[config.mk]
export PLATFORM = sky130hd
export DESIGN_NAME = spi_master_engine
export DESIGN_NICKNAME = d
export VERILOG_FILES = /design/src/rtl/spi_master_engine.sv
export SDC_FILE = /design/constraint.sdc
export NUM_CORES = 1
export LEC_CHECK = 0
export CORE_UTILIZATION = 50
export CTS_BUF_LIST = sky130_fd_sc_hd__clkbuf_16
export CTS_CLUSTER_DIAMETER = 60
export DETAILED_ROUTE_END_ITERATION = 10
export PLACE_DENSITY = 0.75
export SLEW_MARGIN = 20
export SYNTH_ARGS = -nofsm -noshare
export SYNTH_HDL_FRONTEND = slang
export SYNTH_SLANG_ARGS = --single-unit
[constraint.sdc]
create_clock -name io_apb_PCLK -period 1.9 [get_ports io_apb_PCLK]
set_input_delay 0.38 -clock io_apb_PCLK [delete_from_list [all_inputs] [get_ports io_apb_PCLK]]
set_output_delay 0.38 -clock io_apb_PCLK [all_outputs]
set_load 0.03 [all_outputs]
[src/rtl/spi_master_engine.sv]
`default_nettype none
`timescale 1ns/1ps
// spi_master_engine: SPI shift engine (CPOL/CPHA, divider, MSB/LSB first, multi-word frames). Rev 1.0
// Optional build macro SPI_LOOPBACK_EN adds cfg_loopback (sample internal MOSI instead of SPI_MISO).
module spi_master_engine #(
  parameter int DATA_WIDTH = 8,
  parameter int DIV_WIDTH  = 16
) (
  input  logic                  io_apb_PCLK,
  input  logic                  io_apb_PRESETn,
  input  logic                  cfg_cpol,
  input  logic                  cfg_cpha,
  input  logic                  cfg_lsb_first,
  input  logic [DIV_WIDTH-1:0]  cfg_clk_div,
`ifdef SPI_LOOPBACK_EN
  input  logic                  cfg_loopback,
`endif
  input  logic                  tx_valid,
  output logic                  tx_ready,
  input  logic [DATA_WIDTH-1:0] tx_data,
  input  logic                  tx_last,
  output logic                  rx_valid,
  output logic [DATA_WIDTH-1:0] rx_data,
  output logic                  busy,
  output logic                  done,
  output logic                  SPI_SCK,
  output logic                  SPI_MOSI,
  input  logic                  SPI_MISO,
  output logic                  SPI_CS
);

  localparam int            EW        = $clog2(2*DATA_WIDTH+1);
  localparam logic [EW-1:0] LAST_EDGE = EW'(2*DATA_WIDTH);
  localparam logic [EW-1:0] FIRST_EDGE = EW'(1);

  typedef enum logic [2:0] {
    S_IDLE  = 3'd0,
    S_SETUP = 3'd1,
    S_XFER  = 3'd2,
    S_HOLD  = 3'd3,
    S_WAIT  = 3'd4,
    S_RECOV = 3'd5
  } state_t;

  state_t                state_q;
  logic [DIV_WIDTH-1:0]  cnt_q, div_q;
  logic [DATA_WIDTH-1:0] tx_sh_q, rx_sh_q, rx_data_q;
  logic [EW-1:0]         edge_q;
  logic cpol_q, cpha_q, lsb_q, last_q;
  logic sck_q, mosi_q, cs_q, busy_q, rx_valid_q, done_q;

  logic                  tick, accept, sample_bit, edge_odd, do_sample, do_shift;
  logic                  first_bit, mosi_d;
  logic [EW-1:0]         edge_d;
  logic [DATA_WIDTH-1:0] rx_sh_d, tx_sh_d;

  assign tick     = (cnt_q == '0);
  assign tx_ready = (state_q == S_IDLE) || (state_q == S_WAIT);
  assign accept   = tx_valid && tx_ready;
  assign edge_d   = edge_q + 1'b1;
  assign edge_odd = edge_d[0];

  // CPHA=0 samples odd edges, CPHA=1 even edges; the first CPHA=1 leading edge keeps the SETUP bit.
  assign do_sample = (state_q == S_XFER) && tick && (edge_odd ^ cpha_q);
  assign do_shift  = (state_q == S_XFER) && tick &&
                     (cpha_q ? (edge_odd && (edge_d != FIRST_EDGE))
                             : (!edge_odd && (edge_d != LAST_EDGE)));

`ifdef SPI_LOOPBACK_EN
  assign sample_bit = cfg_loopback ? mosi_q : SPI_MISO;
`else
  assign sample_bit = SPI_MISO;
`endif

  assign rx_sh_d   = lsb_q ? {sample_bit, rx_sh_q[DATA_WIDTH-1:1]}
                           : {rx_sh_q[DATA_WIDTH-2:0], sample_bit};
  assign tx_sh_d   = lsb_q ? {1'b0, tx_sh_q[DATA_WIDTH-1:1]}
                           : {tx_sh_q[DATA_WIDTH-2:0], 1'b0};
  assign mosi_d    = lsb_q ? tx_sh_d[0] : tx_sh_d[DATA_WIDTH-1];
  assign first_bit = ((state_q == S_IDLE) ? cfg_lsb_first : lsb_q) ? tx_data[0]
                                                                   : tx_data[DATA_WIDTH-1];

  always_ff @(posedge io_apb_PCLK or negedge io_apb_PRESETn) begin
    if (!io_apb_PRESETn) begin
      state_q    <= S_IDLE;
      cnt_q      <= '0;
      div_q      <= '0;
      tx_sh_q    <= '0;
      rx_sh_q    <= '0;
      rx_data_q  <= '0;
      edge_q     <= '0;
      cpol_q     <= 1'b0;
      cpha_q     <= 1'b0;
      lsb_q      <= 1'b0;
      last_q     <= 1'b0;
      sck_q      <= 1'b0;
      mosi_q     <= 1'b0;
      cs_q       <= 1'b1;
      busy_q     <= 1'b0;
      rx_valid_q <= 1'b0;
      done_q     <= 1'b0;
    end else begin
      rx_valid_q <= 1'b0;
      done_q     <= 1'b0;
      cnt_q      <= tick ? div_q : cnt_q - 1'b1;
      case (state_q)
        S_IDLE: begin
          sck_q <= cfg_cpol;
          if (accept) begin
            cpol_q  <= cfg_cpol;
            cpha_q  <= cfg_cpha;
            lsb_q   <= cfg_lsb_first;
            div_q   <= cfg_clk_div;
            cnt_q   <= cfg_clk_div;
            tx_sh_q <= tx_data;
            last_q  <= tx_last;
            mosi_q  <= first_bit;
            edge_q  <= '0;
            cs_q    <= 1'b0;
            busy_q  <= 1'b1;
            state_q <= S_SETUP;
          end
        end
        S_SETUP: begin
          if (tick) state_q <= S_XFER;
        end
        S_XFER: begin
          if (tick) begin
            sck_q  <= ~sck_q;
            edge_q <= edge_d;
            if (do_sample) rx_sh_q <= rx_sh_d;
            if (do_shift) begin
              tx_sh_q <= tx_sh_d;
              mosi_q  <= mosi_d;
            end
            if (edge_d == LAST_EDGE) begin
              // With CPHA=1 the final sample lands on this same edge.
              rx_data_q  <= cpha_q ? rx_sh_d : rx_sh_q;
              rx_valid_q <= 1'b1;
              state_q    <= S_HOLD;
            end
          end
        end
        S_HOLD: begin
          sck_q <= cpol_q;
          if (tick) begin
            if (last_q) begin
              cs_q    <= 1'b1;
              state_q <= S_RECOV;
            end else begin
              state_q <= S_WAIT;
            end
          end
        end
        S_WAIT: begin
          if (accept) begin
            tx_sh_q <= tx_data;
            last_q  <= tx_last;
            mosi_q  <= first_bit;
            edge_q  <= '0;
            cnt_q   <= div_q;
            state_q <= S_SETUP;
          end
        end
        S_RECOV: begin
          if (tick) begin
            done_q  <= 1'b1;
            busy_q  <= 1'b0;
            mosi_q  <= 1'b0;
            state_q <= S_IDLE;
          end
        end
        default: state_q <= S_IDLE;
      endcase
    end
  end

  assign rx_valid = rx_valid_q;
  assign rx_data  = rx_data_q;
  assign busy     = busy_q;
  assign done     = done_q;
  assign SPI_SCK  = sck_q;
  assign SPI_MOSI = mosi_q;
  assign SPI_CS   = cs_q;

endmodule
`default_nettype wire

==> results.cfg <==
[pwr]
ir_worst_vdd_v = 0.000475
power_density_mw_per_mm2 = 867
p_int_uw = 3270
p_clk_frac = 0.413
p_leak_uw = 0.00230
p_sw_frac = 0.272
p_comb_frac = 0.178
power_frac_seq = 0.409
p_sw_uw = 1220

[detailed_routing]
vias = 3314
wl_per_cell_um = 15.0
wl_met2_um = 4580
wl_met3_um = 304
drt-initial-drc-count = 170
routed_via_density = 5.37
ant_nets = 0
totalWireLength_um = 9240
first_pass_iters = 5
met1_length_um = 4180
top_layer = met4
drc = 0

[cells_and_area]
antennaDiodeCount = 0
instances_no_fill = 617
drive_gt1_frac = 0.193
final_area_mm2 = 0.00519
fin_nets = 549
syn_to_final_growth_pct = 37.3

[clock_network]
clk_pin_slew_ps = 60
cts-buffers-inserted = 9
htreeDepth = 3
cts_buffer_depth = 2
clockRootBuffer = clkbuf_16
cts_tree = yes
cts.sinks = 74
clk_latency_ps = 340

[global_routing]
grt_max_degree = 75
grt_usage = 0.244
grt_pass1_vias = 3015
grt_pass1_wl_um = 14500
gr-total-overflow = 0
antenna_found_initial = 0

[logic_synthesis]
avgSynthCellArea_um2 = 8.79
ys_types = 49
synth_warnings = 0
synth_edf_count = 0
synth_common_cells = nand2_1, dfrtp_1, o21ai_0
synth.ff_latch_count = 74
synthesis.area_mm2 = 0.00378
syn_inst = 430
synthTopCellsByArea = dfrtp_1, nand2_1, o21ai_0
synthArstFlopShare = 1.00
netlist.area_leader.share = 0.483
ys_seq_area_frac = 0.490
syn_nets = 466
synth_area_leader_cell = dfrtp_1
ys.flop_type = dfrtp_1
synth.most_common_cell = nand2_1

[critical_path]
crit_path_max_incr_delay_ps = 590
critPathCaptureType = register
r2r_cells = 6
regToRegStartpoint = cnt_q[6]
cp-start-kind = register
worstSetupStartpoint = cnt_q[6]
crit_fanout = 3
timing.rr.end = SPI_MOSI
cp_slowest_cell = or4_4
crit_required_ps = 2120
crit_chain = or4_4 -> nor2_4 -> a31oi_4 -> o21bai_4 -> o21ai_1 -> mux2_4
critPathArrivalTime_ps = 2240
r2r_slack_ps = -120
worstSetupPathType = reg2reg

[die]
num_rows = 31
die_y_um = 88.9
start_util = 0.518
dieArea_mm2 = 0.00791
die_w_um = 88.9
core_area_mm2 = 0.00729
ios = 47

[placed_design]
port_buffers = 46
hpwl_um = 5880
gp_congestion = 0.845
post-place-ws_ps = -80.1
dp.cells = 593
place_area_mm2 = 0.00462

[outcome]
status = finished with violations
violations = setup timing

[timing]
final.min_clock_period_ps = 2020
timing.hold.ws_ps = 69.8
period_share = 1.06
finalClockSkew_ps = 10.8
hold_viol_final = 0
rsz0062_at_grt = yes
slew_headroom = 0.736
maxSlewViolCount = 0
setup_viol = 25
worstMarginPinSlew_ps = 396
fmax_mhz = 495
layout_setup_ws_ps = -121

[hold_path]
min_path_type = in2async

[flow_run]
max-cap-violations = 0
state kept, by name, indices dropped and copies added, names as in the netlist, 3 cells and up:
| signal | count |
|---|---|
| cnt_q | 16 |
| div_q | 16 |
| rx_data | 8 |
| rx_sh_q | 8 |
| tx_sh_q | 8 |
| edge_q | 5 |
| state_q | 3 |
logic make-up after synthesis:
family	after synthesis	synth area share
AO/OA/AOI/OAI	83	0.129
buffers and inverters	31	0.0354
adder cells (fa/ha/maj)	4	0.0132
multiplexers	20	0.0543
XOR/XNOR	14	0.0324
AND/OR/NAND/NOR	204	0.245
flip-flops	74	0.490
cell usage in the layout, fill, tap and decap left out, types with 6 or more instances in the layout:
cell              n
xnor2_1           6
nor2_1           41
o21ai_1          13
mux2i_1          18
nor3_1            7
nand3_1          11
buf_4            38
a21oi_1          16
clkbuf_16         9
nand2_1          99
o22ai_1          11
inv_1            10
dfrtp_1          73
o21ai_0          31
xor2_1            8
clkdlybuf4s50_1  43
repair_timing:
action | 4_1_cts | 5_1_grt
hold buffers | 0 | 0
pin swaps | 0 | 8
resized for setup | 12 | 33
gates cloned | 2 | 1
setup endpoints to repair | 26 | 47
buffers inserted | 1 | 4
worst max-delay path, delay by kind of cell, from the launching register on:
kind	cells	cell delay (ps)
AO/OA/AOI/OAI	3	430
flip-flops	1	390
multiplexers	1	330
AND/OR/NAND/NOR	2	770
area by class of cell:
type | instances | area [um2]
inverters | 11 | 43.8
multi-input cells | 327 | 1980
flip-flops and latches | 74 | 1850
clock buffers | 9 | 225
repair buffers | 90 | 863
fillers | 551 | 2100
well taps | 99 | 124
clock inverters | 7 | 100
worst max-delay path by stage:
stage | cells past startpoint | endpoint | slack, ps
final | 6 | SPI_MOSI | -120
after global routing | 6 | SPI_MOSI | -170
after CTS | 7 | cnt_q[6] | -60
after floorplan | 6 | SPI_MOSI | -80
after detailed placement | 7 | cnt_q[6] | -80
after global placement | 6 | SPI_MOSI | -10
power groups by stage:
stage	clock (uW)	sequential, uW	combinational (uW)
2_1_floorplan	0	1890	369
3_3_place_gp	0	1850	732
6_report	1860	1840	800
5_1_grt	1960	1850	878
4_1_cts	1870	1840	767
3_5_place_dp	0	1860	751
per-stage QoR:
step | power (uW) | utilization | TNS, ps
finish | 4500 | 0.712 | -801
global route | 4690 | 0.712 | -3040
CTS | 4480 | 0.691 | -258
detailed placement | 2610 | 0.634 | -704
global placement | 2590 | 0.634 | -33.8
floorplan | 2260 | - | -84.3
routing by layer:
layer  track usage  vias up
li1              -     1638
met1         0.320     1572
met2         0.398       88
met3        0.0406       16
met4         0.120        0
met5             0        -
(Power assumes the default switching activity.)
